File: src/rtl/mem_port_arbiter.sv
// rtl/mem_port_arbiter.sv - round-robin arbiter sharing one fixed-latency memory between IF and DM ports
module mem_port_arbiter #(
    parameter int DATA_W = 32,
    parameter int ADDR_W = 9,
    parameter int RD_LAT = 1
) (
    input  logic              clk,
    input  logic              reset,
    input  logic              if_req,
    input  logic [ADDR_W-1:0] if_addr,
    output logic              if_gnt,
    output logic              if_rvalid,
    output logic [DATA_W-1:0] if_rdata,
    input  logic              dm_req,
    input  logic              dm_we,
    input  logic [ADDR_W-1:0] dm_addr,
    input  logic [DATA_W-1:0] dm_wdata,
    output logic              dm_gnt,
    output logic              dm_rvalid,
    output logic [DATA_W-1:0] dm_rdata,
    output logic              mem_en,
    output logic              mem_we,
    output logic [ADDR_W-1:0] mem_addr,
    output logic [DATA_W-1:0] mem_wdata,
    input  logic [DATA_W-1:0] mem_rdata,
    output logic              busy
);

    if (RD_LAT < 1 || RD_LAT > 7) begin : g_bad_rd_lat
        $error("mem_port_arbiter: RD_LAT must be in 1..7");
    end

    localparam logic [2:0] LAT_INIT = 3'(RD_LAT);

    typedef enum logic {IDLE, RD_WAIT} state_t;

    state_t     state;
    logic [2:0] lat_cnt;
    logic       owner;
    logic       last_gnt;

    logic completing;
    logic eligible;
    logic grant;
    logic win_dm;

    // A read finishing this cycle frees the memory, so a new grant may overlap its return.
    assign completing = (state == RD_WAIT) && (lat_cnt == 3'd1);
    assign eligible   = (state == IDLE) || completing;
    assign grant      = eligible && (if_req || dm_req);

    always_comb begin
        win_dm = 1'b0;
        if (dm_req && !if_req)
            win_dm = 1'b1;
        else if (dm_req && if_req)
            win_dm = ~last_gnt;
    end

    always_comb begin
        if_gnt    = 1'b0;
        dm_gnt    = 1'b0;
        mem_en    = 1'b0;
        mem_we    = 1'b0;
        mem_addr  = '0;
        mem_wdata = '0;
        if (grant) begin
            if_gnt    = ~win_dm;
            dm_gnt    = win_dm;
            mem_en    = 1'b1;
            mem_we    = win_dm & dm_we;
            mem_addr  = win_dm ? dm_addr : if_addr;
            mem_wdata = dm_wdata;
        end
    end

    assign if_rvalid = completing && !owner;
    assign dm_rvalid = completing && owner;
    assign if_rdata  = if_rvalid ? mem_rdata : '0;
    assign dm_rdata  = dm_rvalid ? mem_rdata : '0;
    assign busy      = (state == RD_WAIT) && (lat_cnt > 3'd1);

    always_ff @(posedge clk or posedge reset) begin
        if (reset) begin
            state    <= IDLE;
            lat_cnt  <= 3'd0;
            owner    <= 1'b0;
            last_gnt <= 1'b1;
        end else if (grant) begin
            last_gnt <= win_dm;
            if (win_dm && dm_we) begin
                state   <= IDLE;
                lat_cnt <= 3'd0;
            end else begin
                owner   <= win_dm;
                lat_cnt <= LAT_INIT;
                state   <= RD_WAIT;
            end
        end else if (state == RD_WAIT) begin
            lat_cnt <= lat_cnt - 3'd1;
            if (lat_cnt == 3'd1)
                state <= IDLE;
        end
    end

endmodule

File: config.mk
export PLATFORM = sky130hd
export DESIGN_NAME = mem_port_arbiter
export DESIGN_NICKNAME = d
export VERILOG_FILES = /design/src/rtl/mem_port_arbiter.sv
export SDC_FILE = /design/constraint.sdc
export NUM_CORES = 1
export LEC_CHECK = 0
export BUFFER_PORTS_ARGS = -buffer_cell sky130_fd_sc_hd__buf_2
export CORE_AREA = 4 4 74 76
export DETAILED_ROUTE_END_ITERATION = 8
export DIE_AREA = 0 0 78 80
export PLACE_DENSITY_LB_ADDON = 0.2
export SLEW_MARGIN = 20
export SYNTH_ARGS = -nofsm -noshare
export SYNTH_HDL_FRONTEND = slang
export SYNTH_SLANG_ARGS = --single-unit
File: constraint.sdc
create_clock -name clk -period 1.83 [get_ports clk]
set_input_delay 0.366 -clock clk [delete_from_list [all_inputs] [get_ports clk]]
set_output_delay 0.366 -clock clk [all_outputs]
set_load 0.01 [all_outputs]
==> metrics.md <==
| Metric | Value |
|---|---|
| Final Skew | 4.61 ps |
| Slew of the pin with the lowest slew margin | 250 ps |
| CP Capture Type | output pin |
| Antenna-violating nets left | 0 |
| CP Data Required Time | 1460 ps |
| Critical path fanouts, max | 11 |
| Sequential share of the synthesized area | 12.9% |
| Reg2Reg Depth | 6 |
| Final Power | 0.00291 W |
| Largest stage delay on the critical path | 370 ps |
| Max clock buf depth | 2 |
| Port Buffers | 198 |
| Starting Density | 24.9% |
| Syn avg cell area | 7.60 sq um |
| Internal | 0.00157 W |
| Slowest-stage cell, CP | dfrtp_1 |
| Failing checks | negative setup slack |
| Maxcap violations | 0 |
| Fin util | 50.4% |
| Chip width | 78 um |
| DR iter-0 viols | 23 |
| Flop pwr share | 9.9% |
| Avg WL per Cell | 11.4 um |
| Routed wire length | 4830 um |
| R2R Setup Slk | 430 ps |
| Post-synth top area share | 51.5% |
| # H-tree levels | 1 |
| Sw power | 0.00133 W |
| Peak VDD IR | 0.788 mV |
| Arrival time at the worst endpoint | 1650 ps |
| Std cell rows | 25 |
| CP startpoint kind | flop |
| Vias per cell | 4.11 |
| Period minus WS final | 2010 ps |
| Unrepaired setup endpoints after global routing | true |
| Slew Viols, Final | 0 |
| Switch share | 45.9% |
| Combinational share of power | 82.8% |
| Final nets | 446 |
| GRT overflow | 0 |
| Synth warn | 0 |
| Buf/Inv on CP | 3 |
| Max Freq | 497 MHz |
| Num CTS Buffers | 3 |
| PnR worst setup slack | -183 ps |
| Syn nets | 244 |
| Clock latency on the worst-skew pair | 230 ps |
| Number of global-route vias before repair | 1660 |
| Cell variety after synth | 28 |
| Crit-path cells | inv_2 -> ha_4 -> nand2b_4 -> a221oi_2 -> buf_4 -> a22o_1 -> buf_2 |
| Layout cell share with drive strength beyond 1 | 62.6% |
| Synth Instances | 155 |
| Clk slew on worst S/H paths | 40 ps |
| CTS tree | yes |
| HP Class | primary input to async pin |
| Placer Congestion | 0.741 |
| DP HPWL | 4080 um |
| Antenna violations before repair | 0 |
| Die area | 6240 sq um |
| Final setup violation count | 109 |
| # DRC | 0 |
| First-pass GRT wire length | 7140 um |
| Die H | 80 um |
| # clock sinks | 6 |
| Mapped Area | 1180 sq um |
| Crit Path Category | flop to output pin |
| Synthesized flop and latch total | 6 |
| Status | finished, violations left |
| Gr usage total | 13.5% |
| P&R area growth vs syn | 102% |
| Top area cells in the synthesized netlist | and2_1 (52%), dfrtp_1 (11%), a22o_1 (6.7%) |
| Final period util | 110% |
| Reg-to-Reg Start | lat_cnt[1] |
| Root Driver | clkbuf_8 |
| Clk network pwr share | 7.3% |
| Core box area | 4720 sq um |
| Diode count | 0 |
| FF-to-FF End | owner |
| Crit path max-delay family | buffers and inverters |
| Pwr/cell area | 1220 nW/um^2 |
| Routed via count | 1740 |
| First drt pass iteration count | 2 |
| Fin. Hold Viols | 0 |
| LEAKAGE | 1.54 nW |
| Relative slew slack | 83.4% |
| Cell type with the highest aggregate area in the netlist | and2_1 |
| Io pins | 199 |
| Largest net degree at the start of global routing | 39 |
## routing by layer
metal / vias up / GRT usage [%] / wire [um]
met4: 0 / 2.45 / 7
met3: 2 / 3.72 / 534
met5: - / 0 / 0
li1: 893 / - / -
met2: 107 / 28.1 / 2610
met1: 738 / 13.1 / 1680
## logic make-up after synthesis
logic type / synth area share (%)
compound gates: 15.5
xor+xnor: 1.49
fa+ha+maj: 2.13
buf+inv: 10.4
flops: 12.9
mux: 0.850
simple gates: 56.7
## repair_timing
action / CTS / global route
pin swaps: 10 / 1
gates cloned: 1 / 0
buffers inserted: 1 / 2
hold buffers: 0 / 0
gates resized for setup: 12 / 1
setup endpoints to repair: 111 / 111
## placed cells by master, fill, tap and decap left out, types with 2 or more instances in the layout
cell        n
nor2_1      3
inv_1       5
buf_6       6
buf_4       6
clkbuf_8    3
a22o_1      9
dfrtp_1     4
buf_2     195
and2_1     97
buf_12      3
nand2_1     2
## power groups by stage
stage	logic, W	registers [W]	clock network, W
final	0.00241	0.000288	0.000213
after global routing	0.00264	0.000297	0.000223
after CTS	0.00241	0.000289	0.000215
after detailed placement	0.00231	0.000282	0
after global placement	0.00230	0.000283	0
after floorplan	0.00146	0.000251	0
## cells in the mapped netlist, drive strengths merged
cell type   n
a211oi      2
a21oi       2
a221oi      2
a22o        9
and2       97
and4b       1
buf        10
clkbuf      3
dfrtp       5
dfstp       1
ha          2
inv         6
mux2i       1
nand2       2
nand2b      1
nor2        3
nor3b       1
o211a       1
o21a        1
o21ai       1
o21ba       1
o21bai      1
xnor2       1
xor2        1
## layout make-up
type / instances / area, sq um
clock buffer: 4 / 45.0
multi-input combinational: 130 / 927
tap: 67 / 83.8
timing repair buffer: 210 / 1150
fill: 465 / 2340
sequential: 6 / 153
inverter: 6 / 22.5
## through the flow
stage	setup WS, ps	instances	TNS (ps)	hold slack, ps	area (sq um)
4_1_cts	-198	421	-11010	65.1	2360
5_1_grt	-269	423	-19870	81.1	2380
2_1_floorplan	87.8	155	0	156	1180
3_5_place_dp	5.41	415	0	302	2250
3_3_place_gp	34.1	415	0	292	2250
6_report	-183	423	-9990	50.3	2380
## registers in the layout, indices dropped and copies added, names as in the netlist
signal and flops:
lat_cnt 3, last_gnt 1, owner 1, state 1
## how the worst max path moves through the flow
stage | cells past startpoint | to | slack, ps | start
3_3_place_gp | 7 | mem_addr[1] | 30 | lat_cnt[1]
5_1_grt | 7 | mem_addr[7] | -270 | lat_cnt[1]
4_1_cts | 7 | mem_addr[7] | -200 | lat_cnt[1]
3_5_place_dp | 7 | mem_addr[7] | 5 | lat_cnt[1]
2_1_floorplan | 6 | mem_addr[0] | 90 | lat_cnt[1]
6_report | 7 | mem_addr[7] | -180 | lat_cnt[1]
No activity file was read; power rests on OpenSTA's default activity.
